===== config.mk =====
export PLATFORM = sky130hd
export DESIGN_NAME = fetch_queue_flat
export DESIGN_NICKNAME = d
export VERILOG_FILES = /design/src/rtl/fetch_queue_pkg.sv /design/src/rtl/fetch_queue_if.sv /design/src/rtl/fetch_addr_check.sv /design/src/rtl/fetch_queue.sv /design/src/flat_wrapper.sv
export SDC_FILE = /design/constraint.sdc
export NUM_CORES = 1
export LEC_CHECK = 0
export BUFFER_PORTS_ARGS = -buffer_cell sky130_fd_sc_hd__buf_2
export CORE_MARGIN = 2
export CORE_UTILIZATION = 25
export DETAILED_ROUTE_END_ITERATION = 10
export GPL_TIMING_DRIVEN = 0
export PLACE_DENSITY = 0.4
export SLEW_MARGIN = 20
export SYNTH_ARGS = -nofsm -noshare
export SYNTH_HDL_FRONTEND = slang
export SYNTH_HIERARCHICAL = 1
export SYNTH_SLANG_ARGS = --single-unit
export TNS_END_PERCENT = 20

===== constraint.sdc =====
create_clock -name clk -period 12.92 [get_ports clk]
set_input_delay 1.938 -clock clk [delete_from_list [all_inputs] [get_ports clk]]
set_output_delay 1.938 -clock clk [all_outputs]
set_load 0.05 [all_outputs]

===== src/rtl/fetch_queue_pkg.sv =====
// rtl/fetch_queue_pkg.sv - shared constants and types for the fetch queue and address checks
package fetch_queue_pkg;

    typedef logic [4:0] exc_t;

    localparam exc_t        EXC_NONE         = 5'd0;
    localparam exc_t        EXC_ADEL         = 5'd4;
    localparam logic [31:0] TEXT_LO_DEFAULT  = 32'h0000_3000;
    localparam logic [31:0] TEXT_HI_DEFAULT  = 32'h0000_6FFC;
    localparam logic [31:0] PC_RESET_DEFAULT = 32'h0000_3000;

endpackage


===== src/rtl/fetch_queue_if.sv =====
// rtl/fetch_queue_if.sv - F-side push and D-side head signals of the fetch queue
interface fetch_queue_if;
    import fetch_queue_pkg::*;

    logic [31:0] Pc_F;
    logic [31:0] Instr_F;
    logic        Push_F;
    logic        Ready_F;
    logic        Pop_D;
    logic        Flush;
    logic        Valid_D;
    logic [31:0] Pc_D;
    logic [31:0] Instr_D;
    exc_t        ExcCode_D;

    modport master (
        output Pc_F, Instr_F, Push_F, Pop_D, Flush,
        input  Ready_F, Valid_D, Pc_D, Instr_D, ExcCode_D
    );

    modport slave (
        input  Pc_F, Instr_F, Push_F, Pop_D, Flush,
        output Ready_F, Valid_D, Pc_D, Instr_D, ExcCode_D
    );

endinterface


===== src/rtl/fetch_addr_check.sv =====
// rtl/fetch_addr_check.sv - combinational AdEL detector: misaligned or outside the text segment
module fetch_addr_check
    import fetch_queue_pkg::*;
#(
    parameter logic [31:0] TEXT_LO = TEXT_LO_DEFAULT,
    parameter logic [31:0] TEXT_HI = TEXT_HI_DEFAULT
) (
    input  logic [31:0] addr,
    output logic        adel
);

    assign adel = (addr[1:0] != 2'b00) || (addr < TEXT_LO) || (addr > TEXT_HI);

endmodule


===== src/rtl/fetch_queue.sv =====
// rtl/fetch_queue.sv - instruction prefetch FIFO between F and D; optional FETCH_QUEUE_STAT_EN adds Fetch_Cnt/Flush_Cnt
module fetch_queue
    import fetch_queue_pkg::*;
#(
    parameter int unsigned DEPTH    = 2,
    parameter logic [31:0] PC_RESET = PC_RESET_DEFAULT,
    parameter logic [31:0] TEXT_LO  = TEXT_LO_DEFAULT,
    parameter logic [31:0] TEXT_HI  = TEXT_HI_DEFAULT
) (
    input  logic         clk,
    input  logic         reset,
`ifdef FETCH_QUEUE_STAT_EN
    output logic [31:0]  Fetch_Cnt,
    output logic [31:0]  Flush_Cnt,
`endif
    fetch_queue_if.slave fq
);

    localparam int unsigned    PW       = $clog2(DEPTH);
    localparam int unsigned    CW       = PW + 1;
    localparam logic [CW-1:0]  FULL_CNT = CW'(DEPTH);

    logic [31:0]   slotPc    [DEPTH];
    logic [31:0]   slotInstr [DEPTH];
    logic          slotAdel  [DEPTH];
    logic [PW-1:0] rd;
    logic [PW-1:0] wr;
    logic [CW-1:0] count;

    logic pushAdel;
    logic pushOk;
    logic popOk;

    fetch_addr_check #(
        .TEXT_LO (TEXT_LO),
        .TEXT_HI (TEXT_HI)
    ) u_addr_check (
        .addr (fq.Pc_F),
        .adel (pushAdel)
    );

    // Ready depends only on registered count, so En_Pc has no path from the D-stage stall
    assign fq.Ready_F = (count != FULL_CNT);
    assign fq.Valid_D = (count != '0);

    assign pushOk = fq.Push_F && fq.Ready_F && !fq.Flush;
    assign popOk  = fq.Pop_D && fq.Valid_D && !fq.Flush;

    assign fq.Pc_D      = slotPc[rd];
    assign fq.Instr_D   = fq.Valid_D ? slotInstr[rd] : 32'h0;
    assign fq.ExcCode_D = (fq.Valid_D && slotAdel[rd]) ? EXC_ADEL : EXC_NONE;

    always_ff @(posedge clk) begin
        if (reset) begin
            rd    <= '0;
            wr    <= '0;
            count <= '0;
            for (int i = 0; i < DEPTH; i++) begin
                slotPc[i]    <= PC_RESET;
                slotInstr[i] <= '0;
                slotAdel[i]  <= 1'b0;
            end
        end else if (fq.Flush) begin
            rd    <= '0;
            wr    <= '0;
            count <= '0;
        end else begin
            if (pushOk) begin
                slotPc[wr]    <= fq.Pc_F;
                slotInstr[wr] <= pushAdel ? 32'h0 : fq.Instr_F;
                slotAdel[wr]  <= pushAdel;
                wr            <= wr + 1'b1;
            end
            if (popOk) begin
                rd <= rd + 1'b1;
            end
            if (pushOk && !popOk) begin
                count <= count + 1'b1;
            end else if (popOk && !pushOk) begin
                count <= count - 1'b1;
            end
        end
    end

`ifdef FETCH_QUEUE_STAT_EN
    always_ff @(posedge clk) begin
        if (reset) begin
            Fetch_Cnt <= '0;
            Flush_Cnt <= '0;
        end else begin
            if (pushOk) begin
                Fetch_Cnt <= Fetch_Cnt + 32'd1;
            end
            if (fq.Flush) begin
                Flush_Cnt <= Flush_Cnt + 32'(count);
            end
        end
    end
`endif

endmodule


===== src/flat_wrapper.sv =====
// flat-port wrapper written by rule: the top's interface ports become plain ports
module fetch_queue_flat import fetch_queue_pkg::*;
#(
    parameter int unsigned DEPTH    = 2,
    parameter logic [31:0] PC_RESET = PC_RESET_DEFAULT,
    parameter logic [31:0] TEXT_LO  = TEXT_LO_DEFAULT,
    parameter logic [31:0] TEXT_HI  = TEXT_HI_DEFAULT
)
  (clk, reset, fq_Pc_F, fq_Instr_F, fq_Push_F, fq_Pop_D, fq_Flush, fq_Ready_F, fq_Valid_D, fq_Pc_D, fq_Instr_D, fq_ExcCode_D);
  fetch_queue_if fq_i ();
  input  logic clk;
  input  logic reset;
  input wire logic [$bits(fq_i.Pc_F)-1:0] fq_Pc_F;
  input wire logic [$bits(fq_i.Instr_F)-1:0] fq_Instr_F;
  input wire logic [$bits(fq_i.Push_F)-1:0] fq_Push_F;
  input wire logic [$bits(fq_i.Pop_D)-1:0] fq_Pop_D;
  input wire logic [$bits(fq_i.Flush)-1:0] fq_Flush;
  output wire logic [$bits(fq_i.Ready_F)-1:0] fq_Ready_F;
  output wire logic [$bits(fq_i.Valid_D)-1:0] fq_Valid_D;
  output wire logic [$bits(fq_i.Pc_D)-1:0] fq_Pc_D;
  output wire logic [$bits(fq_i.Instr_D)-1:0] fq_Instr_D;
  output wire logic [$bits(fq_i.ExcCode_D)-1:0] fq_ExcCode_D;
  assign fq_i.Pc_F = fq_Pc_F;
  assign fq_i.Instr_F = fq_Instr_F;
  assign fq_i.Push_F = fq_Push_F;
  assign fq_i.Pop_D = fq_Pop_D;
  assign fq_i.Flush = fq_Flush;
  assign fq_Ready_F = fq_i.Ready_F;
  assign fq_Valid_D = fq_i.Valid_D;
  assign fq_Pc_D = fq_i.Pc_D;
  assign fq_Instr_D = fq_i.Instr_D;
  assign fq_ExcCode_D = fq_i.ExcCode_D;
  fetch_queue #(.DEPTH(DEPTH), .PC_RESET(PC_RESET), .TEXT_LO(TEXT_LO), .TEXT_HI(TEXT_HI)) u_core (.clk(clk), .reset(reset), .fq(fq_i));
endmodule

After elaboration in Yosys (flattened, before gate mapping). Memory sizes are Yosys's and may differ from the RTL's. A register that Yosys moved wholly into a read port is not among the register bits. Cells that the tools add are included.

Memories kept: 3. Input port bits: 69. Bits in writable memories: 130. Register bits after elaboration: 4.

Memory list: u_core.slotInstr (depth 2, width 32, rd ports 1, clocked after memory_dff 1, write ports 2, RTL line fetch_queue.sv:24) `logic [31:0] slotInstr [DEPTH];`; u_core.slotPc (depth 2, width 32, rd ports 1, clocked after memory_dff 1, write ports 2, RTL line fetch_queue.sv:23) `logic [31:0] slotPc [DEPTH];`; u_core.slotAdel (depth 2, width 1, rd ports 1, clocked after memory_dff 1, write ports 2, RTL line fetch_queue.sv:25) `logic slotAdel [DEPTH];`.

Add/subtract/negate cells: 4. Reductions and logical operators: 19. $lt $le $gt $ge: 2. Multiplexer cells: 26. Equality and inequality tests: 1.

Operators with widths (count): two-way mux 32 bit (4); OR reduction 32 bit (2); > comparator 32 x 15 -> 1 bit, second input constant (1); less-than comparator 32 x 14 -> 1 bit, second input constant (1); two-way mux 1 bit (19); logical AND 1 bit (7); nonzero test 2 bit (3); two-way mux 2 bit (2); zero test 1 bit (3); two-way mux 3 bit (1); adder 1 bit, second input constant (2); adder 2 x 1 -> 2 bit, second input constant (1); logical OR 1 bit (2); != test 2 bit, second input constant (1); OR reduction 2 bit (1); subtractor 2 x 1 -> 2 bit, second input constant (1); OR reduction 1 bit (1).

Longest topological paths before layout.
Depth after elaboration: 9. Depth in mapped cells: 8.

Modules after synthesis. The synthesis kept the hierarchy.

Modules (own cells, without submodules): fetch_queue (cells each 458, sequential area each 4003.8 um^2, area an instance 6207.2 um^2, instances 1); fetch_addr_check (cells each 9, sequential area each 0.0 um^2, area an instance 55.1 um^2, instances 1).

Worst setup path after synthesis. No wires, ideal clock.

Path type: input port to flip-flop. Start: input fq_Push_F. End: memory u_core.slotAdel[0] (enable). Required time: 12418 ps. Data arrival time: 5537 ps. Stages on the path: 4. Slack: 6881 ps. Path through: inv_1 -> or3_1 -> clkbuf_1 -> o21bai_1.

RTL lines: start: declaration (RTL line flat_wrapper.sv:15) `input wire logic [$bits(fq_i.Push_F)-1:0] fq_Push_F;`; end: declaration (RTL line fetch_queue.sv:25).

==> run summary <==
The vertical die dimension is 162.3 µm. The tree built by TritonCTS fans out to 135 sinks. In the final layout, the multi-input gates occupy 0.002090 mm². The commonest register cell after synthesis is edfxtp_1. The aggregate global-route resource usage came out at 0.1242. The headroom to the max-slew limit is 0.4799. The total global routing overflow came out at 0. After detailed routing, the total wire length is 15.73 mm.

The area taken by flip-flops and latches is 0.004004 mm². The via count of the first global-routing pass is 4231. The post-route clock period utilization came out at 0.3328. The first global-routing pass estimated 24.32 mm of wire.

The via count normalized by instance count came out at 4.136. The first-pass iteration count of the detailed router came out at 4. The synthesized flop and latch total is 135. Counting the buffers created by CTS gives 17. The filler cell count is 2493.

The number of antenna diodes in the final layout is 0. In this run the number of H-tree levels came out at 4. The placed wire-length estimate is 10.87 mm. The worst hold path begins at u_core/rd. The maximum vdd ir drop is 0.05866 mV. The slew at the pin closest to its max-slew limit came out at 773.6 ps. The leakage power of the design is 3.014 nW. The count of input and output buffers came out at 135. The placed cell area came out at 0.007461 mm². Setup slack on the worst reg-to-reg path comes out at 10670 ps. The number of standard-cell rows in the floorplan is 57. Among the stages of the critical path, the cell type that occurs most often is buf_2.

The number of hold violations in the final report came out at 0. Setup violations remaining at the end of the flow were counted as 0. A synthesized cell averages 13.41 µm².

The fraction of final layout cells sized beyond drive strength 1 came out at 0.3760. The Yosys step of the flow raised 6 warnings. The worst setup path is of the reg -> out kind.

The worst clock skew on the final layout is 9.269 ps. The starting density of the core came out at 0.2560. STA classifies the critical path startpoint as a flip-flop. The portion of the post-synthesis area used by sequential elements is 0.6394. In the layout the commonest cells are 139 x buf_2, 130 x edfxtp_1, 77 x nor2_1, 62 x and2_1, 36 x nand2b_1. The average routed wire per standard cell came out at 16.30 µm.

In the post-synthesis netlist, the biggest area contributors are edfxtp_1 62%, and2_1 6.2%, mux2_2 5.8%, mux2i_1 5.3%, nor2_1 4.6%. The number of different library cells in the post-synthesis netlist is 35. The final number of max-transition violations came out at 0. Once the clock tree was built, the setup fixing pass inserted 0 buffers.

The worst-path maximum fanout is 10. Detailed routing inserted a total of 3991 vias. Broken down by cell family, the worst path's largest delay share belongs to buffers and inverters. The final instance area came out at 0.008056 mm². For this design the ratio of total power to cell area is 138.3 mW/mm². The share of synthesized area in the top cell type comes to 0.6234. Setup repair after global routing left no endpoint under its margin. The dominant cell type by area after synthesis is edfxtp_1.

The share of flip-flops with an asynchronous set or reset after synthesis came out at 0. The standard cell core area is 0.02446 mm². In this run, synthesis inferred 130 flip-flops with an integrated enable. The number of maximum-capacitance violations came out at 0. The post-layout net count came out at 698.

In this run, the number of DRC markers left after iteration 0 of detailed routing was 163. The area of the die is 0.02633 mm². On the worst path, the slowest cell contributes a delay of 630 ps. The category of the worst setup path capture point is a primary output. The number of gates resized after CTS was 0. The number of antenna violations at the first check in global routing was 0. After detailed routing, the number of remaining DRC violations is 0. The worst min-delay path category is reg -> reg. For this run, the top clock speed supported by timing is 232.6 MHz. The startpoint of the worst-slack reg-to-reg timing path is u_core/count[1]. The data arrival time of the critical path is 2360 ps. STA puts the critical path data required time at 10980 ps. The clock slew seen by the registers of the worst setup and hold paths came out at 60 ps. Traced cell by cell, the critical path runs through buf_2 > buf_1 > mux2i_1 > nor2_1 > buf_2. The synthesized cell area came out at 0.006262 mm². The tree is rooted in a clkbuf_16. The largest net degree at the start of global routing is 34. The overall power of the completed layout came out at 0.001114 W. The run finished with clean final reports. The number of nets with antenna violations after detailed routing is 0.

Synthesis produced 467 cells. The minimum clock period after layout is 4300 ps. The insertion delay of the later-clocked pin in the worst-skew pair is 410 ps. The die outline width came out at 162.3 µm. The leading cell type in the layout, fill and taps excluded is buf_2. In this run, post-CTS hold repair placed 0 buffers. The maximum root-to-sink buffer count came out at 2. The buffering stage count on the worst path with inverters included is 3. The cell at the slowest stage of the critical path is buf_1. From synthesis to final layout, the design area changed by 28.65%. The final-layout setup total negative slack came out at 0 ps.

The placer's final routability congestion estimate is 0.6723. The count of boundary I/O pins came out at 140. The clock tree from TritonCTS is done.
## state kept, by name (all words and copies together) (netlist names), named ones only
| name | flops |
|---|---|
| u_core/count | 2 |
| u_core/wr | 1 |
| u_core/slotInstr | 64 |
| u_core/rd | 1 |
| u_core/slotAdel | 2 |
| u_core/slotPc | 64 |
## final timing paths
path	end	depth (start not counted)
worst min register to register	u_core/rd	2
worst max-delay path	fq_Instr_D[0]	5
worst min-delay path	u_core/rd	2
worst max register to register	u_core/slotPc[0][8]	6
## Yosys cell counts, types with 4 or more instances
cell type and count:
dfxtp_1 5, mux2_2 32, nor4_1 4, nand2b_1 37
and2_1 62, nor2_1 77, nor2_4 19, buf_4 4
clkbuf_1 17, mux2i_1 33, inv_1 4, buf_2 4
edfxtp_1 130, nor3_1 6
## stage by stage
step | utilization | hold slack [ps] | cells | setup slack (ps)
after global routing | 0.3293 | 537.8 | 965 | 8379
final | 0.3293 | 510.0 | 965 | 8620
after CTS | 0.3293 | 515.7 | 965 | 8503
after global placement | 0.3007 | 489.5 | 929 | 4064
after detailed placement | 0.3050 | 497.1 | 933 | 8834
after floorplan | - | 472.5 | 470 | 6881
## worst min-delay path, cell delays in order (launching register included)
cell and delay, ps:
dfxtp_1 320, xor2_1 80, nor2_1 80
## report_power, final
group / leakage [nW] / switching, W / internal, W
logic: 1.34 / 0.0000839 / 0.0000356
registers: 1.38 / 0.00000535 / 0.000501
clock network: 0.292 / 0.000199 / 0.000289
## kinds of logic (layout without fill, tap and decap cells)
group           Yosys count  in the layout  share of synthesized area
compound gates            6              6                   0.005195
xor+xnor                  4              4                   0.005595
fa+ha+maj                 1              1                   0.001998
buf+inv                  35            206                    0.03177
flops                   135            135                     0.6394
mux                      65             65                     0.1103
other cells               1              4                  0.0005988
simple gates            220            220                     0.2052
## layer usage
| metal | part of all wire | global-route usage | up-vias |
|---|---|---|---|
| met5 | 0 | 0 | - |
| met4 | 0.011 | 0.03982 | 0 |
| met3 | 0.036 | 0.02962 | 11 |
| met2 | 0.51 | 0.2132 | 83 |
| met1 | 0.44 | 0.1542 | 1949 |
| li1 | - | - | 1948 |
## final cells by class
type | count | share of cell area
repair buffers | 139 | 0.09474
well taps | 324 | 0.05032
multi-input cells | 300 | 0.2594
inverters | 4 | 0.001864
plain buffers | 31 | 0.02283
clock inverters | 15 | 0.02112
clock buffers | 17 | 0.05280
flip-flops and latches | 135 | 0.4970
No activity file was read; power rests on OpenSTA's default activity.
